[src/rtl/microc_stk.sv]
// -----------------------------------------------------------------------------
// microc_stk - single-cycle 8-bit microcontroller datapath with a hardware
// return-address stack.
//
// Parameters:
//   PC_W      program counter / jump-target width (2..10)
//   STK_DEPTH return-stack entries, power of two (2..16)
//
// Ports:
//   clk        rising-edge clock
//   reset      asynchronous active-low reset
//   pc         current instruction address (registered)
//   instr      instruction word at pc (combinational from program memory)
//   Opcode     instr[15:10], for the external control unit
//   zero       registered zero flag
//   s_inc      1 = PC+1, 0 = jump to instr[PC_W-1:0]
//   s_inm      1 = A is immediate instr[11:4], B is reg[instr[3:0]]
//              0 = A is reg[instr[11:8]],      B is reg[instr[7:4]]
//   we         register write enable, write address instr[3:0]
//   wez        zero-flag write enable
//   ALUOp      ALU function select
//   s_call     push PC+1 and jump (only when s_inc = 0)
//   s_ret      pop top of stack into PC (has priority over everything)
//   stk_empty  stack pointer == 0
//   stk_full   stack pointer == STK_DEPTH
//   stk_err    sticky overflow/underflow flag
//
// Build option: define MICROC_STK_GUARD_EN to suppress pushes on a full stack
// and pops on an empty stack and record them in stk_err. Without it the stack
// overwrites/saturates and stk_err is tied to 0.
// -----------------------------------------------------------------------------
module microc_stk #(
    parameter int PC_W      = 10,
    parameter int STK_DEPTH = 4
) (
    input  logic            clk,
    input  logic            reset,
    output logic [PC_W-1:0] pc,
    input  logic [15:0]     instr,
    output logic [5:0]      Opcode,
    output logic            zero,
    input  logic            s_inc,
    input  logic            s_inm,
    input  logic            we,
    input  logic            wez,
    input  logic [2:0]      ALUOp,
    input  logic            s_call,
    input  logic            s_ret,
    output logic            stk_empty,
    output logic            stk_full,
    output logic            stk_err
);
    localparam int AW  = $clog2(STK_DEPTH);
    localparam int SPW = AW + 1;

    logic [7:0]      r_rf  [16];
    logic [PC_W-1:0] r_stk [STK_DEPTH];
    logic [PC_W-1:0] r_pc;
    logic [SPW-1:0]  r_sp;
    logic            r_zero;

    logic [3:0]      w_ra1;
    logic [7:0]      w_rd1;
    logic [7:0]      w_rd2;
    logic [7:0]      w_a;
    logic [7:0]      w_b;
    logic [7:0]      w_alu;
    logic [PC_W-1:0] w_pc_inc;
    logic [PC_W-1:0] w_pc_next;
    logic [SPW-1:0]  w_sp_next;
    logic            w_push;
    logic [AW-1:0]   w_pop_idx;
    logic            w_sp_empty;
    logic            w_sp_full;
`ifdef MICROC_STK_GUARD_EN
    logic            w_err_set;
    logic            r_err;
`endif

    assign Opcode = instr[15:10];
    assign pc     = r_pc;
    assign zero   = r_zero;

    // Operand selection: in immediate mode read port 1 moves to the
    // destination field so an immediate can be combined with rd itself.
    assign w_ra1 = s_inm ? instr[3:0] : instr[11:8];
    assign w_rd1 = (w_ra1 == 4'd0) ? 8'd0 : r_rf[w_ra1];
    assign w_rd2 = (instr[7:4] == 4'd0) ? 8'd0 : r_rf[instr[7:4]];
    assign w_a   = s_inm ? instr[11:4] : w_rd1;
    assign w_b   = s_inm ? w_rd1 : w_rd2;

    always_comb begin
        w_alu = w_a;
        unique case (ALUOp)
            3'b000: w_alu = w_a;
            3'b001: w_alu = ~w_a;
            3'b010: w_alu = w_a + w_b;
            3'b011: w_alu = w_a - w_b;
            3'b100: w_alu = w_a & w_b;
            3'b101: w_alu = w_a | w_b;
            3'b110: w_alu = 8'd0 - w_a;
            3'b111: w_alu = 8'd0 - w_b;
            default: w_alu = w_a;
        endcase
    end

    assign w_sp_empty = (r_sp == '0);
    assign w_sp_full  = (r_sp == SPW'(STK_DEPTH));
    assign stk_empty  = w_sp_empty;
    assign stk_full   = w_sp_full;

    assign w_pc_inc  = r_pc + PC_W'(1);
    // An empty pop reads entry 0 rather than wrapping to the last entry.
    assign w_pop_idx = w_sp_empty ? '0 : AW'(r_sp - SPW'(1));

    always_comb begin
        w_pc_next = w_pc_inc;
        w_sp_next = r_sp;
        w_push    = 1'b0;
`ifdef MICROC_STK_GUARD_EN
        w_err_set = 1'b0;
`endif
        if (s_ret) begin
            if (w_sp_empty) begin
`ifdef MICROC_STK_GUARD_EN
                w_pc_next = w_pc_inc;
                w_err_set = 1'b1;
`else
                w_pc_next = r_stk[w_pop_idx];
`endif
            end else begin
                w_pc_next = r_stk[w_pop_idx];
                w_sp_next = r_sp - SPW'(1);
            end
        end else if (!s_inc) begin
            w_pc_next = instr[PC_W-1:0];
            if (s_call) begin
                if (w_sp_full) begin
`ifdef MICROC_STK_GUARD_EN
                    w_err_set = 1'b1;
`else
                    // Saturate sp, overwrite entry sp mod depth.
                    w_push    = 1'b1;
`endif
                end else begin
                    w_push    = 1'b1;
                    w_sp_next = r_sp + SPW'(1);
                end
            end
        end
    end

    always_ff @(posedge clk or negedge reset) begin
        if (!reset) begin
            r_pc   <= '0;
            r_sp   <= '0;
            r_zero <= 1'b0;
            for (int i = 0; i < 16; i++) r_rf[i] <= 8'd0;
            for (int i = 0; i < STK_DEPTH; i++) r_stk[i] <= '0;
        end else begin
            r_pc <= w_pc_next;
            r_sp <= w_sp_next;
            if (wez) r_zero <= (w_alu == 8'd0);
            if (we && (instr[3:0] != 4'd0)) r_rf[instr[3:0]] <= w_alu;
            if (w_push) r_stk[r_sp[AW-1:0]] <= w_pc_inc;
        end
    end

`ifdef MICROC_STK_GUARD_EN
    always_ff @(posedge clk or negedge reset) begin
        if (!reset)         r_err <= 1'b0;
        else if (w_err_set) r_err <= 1'b1;
    end
    assign stk_err = r_err;
`else
    assign stk_err = 1'b0;
`endif

endmodule

[config.mk]
export PLATFORM = sky130hd
export DESIGN_NAME = microc_stk
export DESIGN_NICKNAME = d
export VERILOG_FILES = /design/src/rtl/microc_stk.sv
export SDC_FILE = /design/constraint.sdc
export NUM_CORES = 1
export LEC_CHECK = 0
export CORE_ASPECT_RATIO = 1.25
export CORE_MARGIN = 3
export CORE_UTILIZATION = 43
export CTS_CLUSTER_SIZE = 14
export DETAILED_ROUTE_END_ITERATION = 12
export PLACE_DENSITY = 0.7
export REMOVE_ABC_BUFFERS = 1
export SYNTH_ARGS = -nofsm -noshare
export SYNTH_HDL_FRONTEND = slang
export SYNTH_SLANG_ARGS = --single-unit
[constraint.sdc]
create_clock -name clk -period 7.8 [get_ports clk]
set_input_delay 1.56 -clock clk [delete_from_list [all_inputs] [get_ports clk]]
set_output_delay 1.56 -clock clk [all_outputs]
set_load 0.05 [all_outputs]
Yosys cells after proc, flatten, opt, wreduce, memory -nomap -nowiden
Index checks and enable logic that the tools add are counted.
Widths: inputs -> output; s select.
Word-level totals
  register bits after elaboration: 182
  word-level logic and storage cells: 99
Cells by class
  order comparisons: 7
  bitwise operators: 8
  equal/unequal tests: 11
  reduce and logical (&&, ||, !) cells: 11
  muxes and demuxes: 32
  add/sub/neg operators: 7
Operator list (count)
  $bwmux 128: 1
  $mux 8: 9
  $bmux 8 s4: 2
  $pmux 8 s8: 1
  $mux 10: 5
  $bwmux 40: 1
  $demux 8 s4: 1
  $bmux 10 s2: 1
  $demux 10 s2: 1
  $sub 1x8->8 const A: 2
  $eq 3x3->1 const B: 5
  $ge 5x5->1 const B: 3
  $mux 3: 5
  $not 4->5: 3
  $add 10x1->10 const B: 1
  $add 8x8->8: 1
  $and 8x8->8: 1
  $logic_not 4->1: 2
  $logic_not 8->1: 1
  $not 8->8: 1
  $or 8x8->8: 1
  $sub 8x8->8: 1
  $eq 3x2->1 const B: 2
  $ge 3x3->1 const B: 2
  16 further kinds: 23

Logic depth before layout (Yosys ltp)
  word-level depth: 10
  mapped depth: 25
  gate-level depth less buffers: 22

Worst setup path after synthesis
No wires, ideal clock.
  path kind: input to register
  start point: in instr[4]
  end point: reg r_rf[47] (netlist bit)
  cell stages on the path: 21
  path slack: 1.969 ns
  library setup time: 0.125 ns
  required time: 7.675 ns
  arrival: 5.706 ns
  path through: buf_1 mux4_2 mux2i_1 nor2_1 nor2_1 o21a_1 ha_1 a21oi_1 ha_1 nor2b_1 o21ai_0 a21boi_0 o21a_1 o21ai_0 nand2b_1 a21oi_1 xor2_1 xnor2_1 o221ai_2 buf_2 mux2_2
On the way
  word-level cells in the longest chain between the ends: 9
  elaborated cells on any way between the ends: 16
  those cells by class: add/sub (4); mux (8); bitwise (3); reduce/logical (1)
Ends and longest elaborated chain
  from (decl): RTL line 39  | input logic [15:0] instr,
  $not 4->5 (implied by the code): RTL line 88  | assign w_rd2 = (instr[7:4] == 4'd0) ? 8'd0 : r_rf[instr[7:4]];
  $bmux 8 s4: RTL line 88
  $mux 8 (implied by the code) (2 in a row): RTL line 88
  $mux 8: RTL line 88
  $mux 8: RTL line 90  | assign w_b = s_inm ? w_rd1 : w_rd2;
  $sub 1x8->8 (tied with other cells): RTL line 102  | 3'b111: w_alu = 8'd0 - w_b;
  $pmux 8 s8 *: RTL line 94  | unique case (ALUOp)
  $bwmux 128 *: RTL line 164  | if (we && (instr[3:0] != 4'd0)) r_rf[instr[3:0]] <= w_alu;
  to (signal, indexed assignment): RTL line 164
  to (decl): RTL line 56  | logic [7:0] r_rf [16];
Mark *: on every way between the ends. The rest lies on a longest branch, timed or not. The select of a mux whose other input is x is not followed.
A chain may end at the register's enable or synchronous reset.

Final worst setup path
  start point: in instr[9]
  end point: reg r_rf[39] (netlist bit)
On the way
  word-level cells in the longest chain between the ends: 10
  elaborated cells on any way between the ends: 18
  those cells by class: add/sub (4); mux (9); bitwise (4); reduce/logical (1)
Ends and longest elaborated chain
  $mux 4: RTL line 86  | assign w_ra1 = s_inm ? instr[3:0] : instr[11:8];
  $not 4->5 (implied by the code): RTL line 87  | assign w_rd1 = (w_ra1 == 4'd0) ? 8'd0 : r_rf[w_ra1];
  $bmux 8 s4: RTL line 87
  $mux 8 (implied by the code) (2 in a row): RTL line 87
  $mux 8: RTL line 87
  $mux 8 (on tied branches): RTL line 90, 89
  $sub 1x8->8 (tied with other cells): RTL line 102
  $pmux 8 s8 *: RTL line 94
  $bwmux 128 *: RTL line 164
Marked as above.

==> impl_results.md <==
- Status: finished, final reports clean
- Seq/Total Area, Yosys: 39.32%
- GR Overflow Total: 0
- Clk slew on worst S/H paths: ~80 ps
- Tightest Pin Transition: approximately 1200 ps
- Post-CTS setup buffers: 0
- Antenna diodes: 0
- Final hold violations: 0
- Final period utilization: around 90%
- Unique masters post-synth: 80
- Number of max-cap violations: 0
- Dpl hpwl: about 24000 um
- Largest fanout on the critical path: 16
- Initial core utilization: about 44%
- Max-slew violations: 0
- Leak Pwr: about 5.2 nW
- CTS sink cnt: 180
- Final Power: approximately 4.3 mW
- Post-CTS sizing: 0
- Fill cell count: ~2.4k
- Num CTS Buffers: 17
- H-tree depth: 4
- Final setup TNS: 0 ps
- Clk_lat worst skew: 450 ps
- WS Path Type: in2reg
- GPL Wtd Cong: ~0.95
- Crit end category: flip-flop
- Min Tclk post-route: about 6800 ps
- P&R area growth vs syn: 10.54%
- CTS Hold Bufs: 0
- Slew HR: between 20% and 30%
- 1st-iter DRT viols: around 1000
- HP Class: reg2reg
- Most common cell after layout, fill and taps aside: dfrtp_1
- IR drop worst, VDD: about 0.14 mV
- Drc violations: 0
- Root Driver: clkbuf_16
- Crit path top cell by count: a21oi_1
- Worst path arrival time: 7230 ps
- CP Cell Sequence: clkdlybuf4s50_1 -> or2_1 -> a21oi_1 -> a211oi_1 -> o22ai_1 -> nor2_1 -> a21o_1 -> inv_1 -> ha_1 -> a21oi_1 -> ha_1 -> nor2b_1 -> o21ai_0 -> a21boi_0 -> o21a_1 -> o21ai_0 -> nand2b_1 -> a21oi_1 -> xor2_1 -> xnor2_1 -> o221ai_2 -> mux2_2
- TritonRoute pass-1 iters: 6
- Most frequent cells in the layout: dfrtp_1 (180), nand2_1 (121), mux2_2 (113)
- Asr flop ratio synth: 100.0%
- First-pass GRT wire length: between 50000 and 60000 um
- Routed WL: between 30000 and 40000 um
- Setup-failing EPs final: 0
- Chip height: 188.5 um
- Largest net degree at the start of global routing: roughly 100
- Final WS setup: ~950 ps
- Number of flops mapped to enable cells by yosys: 0
- RSZ-0062 raised after global routing: no
- Fin nets: around 1.2k
- Most used DFF post-synth: dfrtp_1
- Input/output buffers: 37
- CP required: roughly 8200 ps
- Syn Area/Cell: roughly 9.9 um2
- GR Util All Layers: 23.48%
- Initial antenna violation count: 0
- Register Area: around 0.0045 mm2
- Pre-CTS setup slack: 588.4 ps
- Yosys reg bits: 180
- Die footprint: 0.02865 mm2
- Die W: 152.0 um
- I/O pin count: between 40 and 50
- CTS tree: built
- Gate Count Post-Synth: 1159
- FP Rows: between 60 and 70
- Share of the synthesized area in the top cell type: just under 40%
- Vias/cell: 6.320
- Ranking of synthesized cells by area: dfrtp_1 (39%), mux2_2 (11%), mux4_2 (6.7%)
- Post-route clock skew: 15.42 ps
- Clock Tree Buf Depth: 2
- Yosys Warn Count: 0
- Routed Antenna Nets: 0
- Layout cells sized above 1: 20.63%
- Largest area contributor in the netlist: dfrtp_1
- R2r setup slk: roughly 2700 ps
- P per Cell Area: between 300 and 400 mW/mm2
- CP max stage delay: between 700 and 800 ps
- CP max-delay cell: clkdlybuf4s50_1
- CORE AREA: 0.02610 mm2
- Post-synth design cell area: approximately 0.011 mm2
- Vias: ~9.5k
- Via count of the first global-routing pass: between 9k and 10k
- Worst setup SP type: input pin
- Highest clock rate: approximately 150 MHz
- Multi-input logic area: about 0.0065 mm2
- Wire per inst: between 20 and 25 um
## stage by stage
step	cells	instance area [um2]	hold WS, ps	utilization, %
4_1_cts	1508	12660	382.5	48.52
2_1_floorplan	1068	11030	349.4	-
5_1_grt	1508	12660	397.1	48.52
3_5_place_dp	1476	12050	363.2	46.17
6_report	1508	12660	377.8	48.52
3_3_place_gp	1476	12050	360.4	46.17
## per-layer routing
metal / GRT usage [%] / part of all wire [%] / vias up
met2: 39.24 / 48 / 489
li1: - / - / 4230
met1: 28.94 / 40 / 4701
met3: 4.526 / 6.5 / 111
met4: 12.24 / 5.0 / 0
met5: 0 / 0 / -
## cell families after synthesis
group           count (synthesis)  share of synthesized area [%]
mux                           175                          20.74
buf+inv                       111                          4.325
other cells                     1                        0.03274
fa+ha+maj                      20                          2.228
flops                         180                          39.32
compound gates                319                          18.10
simple gates                  324                          13.03
xor+xnor                       29                          2.217
## sequential cells by signal, indices dropped and copies added, names as in the netlist
register	flops
r_rf	126
zero	1
r_sp	3
r_stk	40
pc	10
## report_power, final
group	internal, mW	total, mW	leakage, nW	switching [mW]
Sequential	1.32	1.66	2.20	0.338
Clock	0.441	0.884	0.300	0.443
Combinational	0.828	1.78	2.72	0.956
Total	2.59	4.33	5.22	1.74
## Yosys cell counts, drive strengths merged, types with 16 or more instances
cell and n:
nor2 99, mux2 118, nor2b 36, dfrtp 180
buf 40, xnor2 16, nand2 122, ha 18
mux4 36, clkbuf 51, mux2i 21, inv 19
a21oi 104, o22ai 29, nand3 17, o21ai 74
## cell type report
class | count | area share, %
inverter | 20 | 0.5929
tap | 340 | 3.360
clock buffer | 17 | 3.360
sequential | 180 | 35.57
multi-input combinational | 868 | 51.05
timing repair buffer | 68 | 4.575
clock inverter | 15 | 1.492
## final timing paths
kind                                  end  cells after the start      start
worst min-delay path            r_rf[127]                      0  r_rf[127]
worst max-delay path             r_rf[39]                     22   instr[9]
worst max register to register   r_rf[39]                     21    r_rf[0]
max in group asynchronous        r_rf[28]                      2      reset
min in group asynchronous         r_sp[0]                      1      reset
worst min register to register  r_rf[127]                      0  r_rf[127]
## worst max-delay path, delay by kind of cell
family / cells / cell delay, ps
buffers and inverters: 2 / 780
AND/OR/NAND/NOR: 4 / 1170
multiplexers: 1 / 300
XOR/XNOR: 2 / 300
AO/OA/AOI/OAI: 11 / 2540
adder cells (fa/ha/maj): 2 / 560
Power figures use the tool's default switching activity.
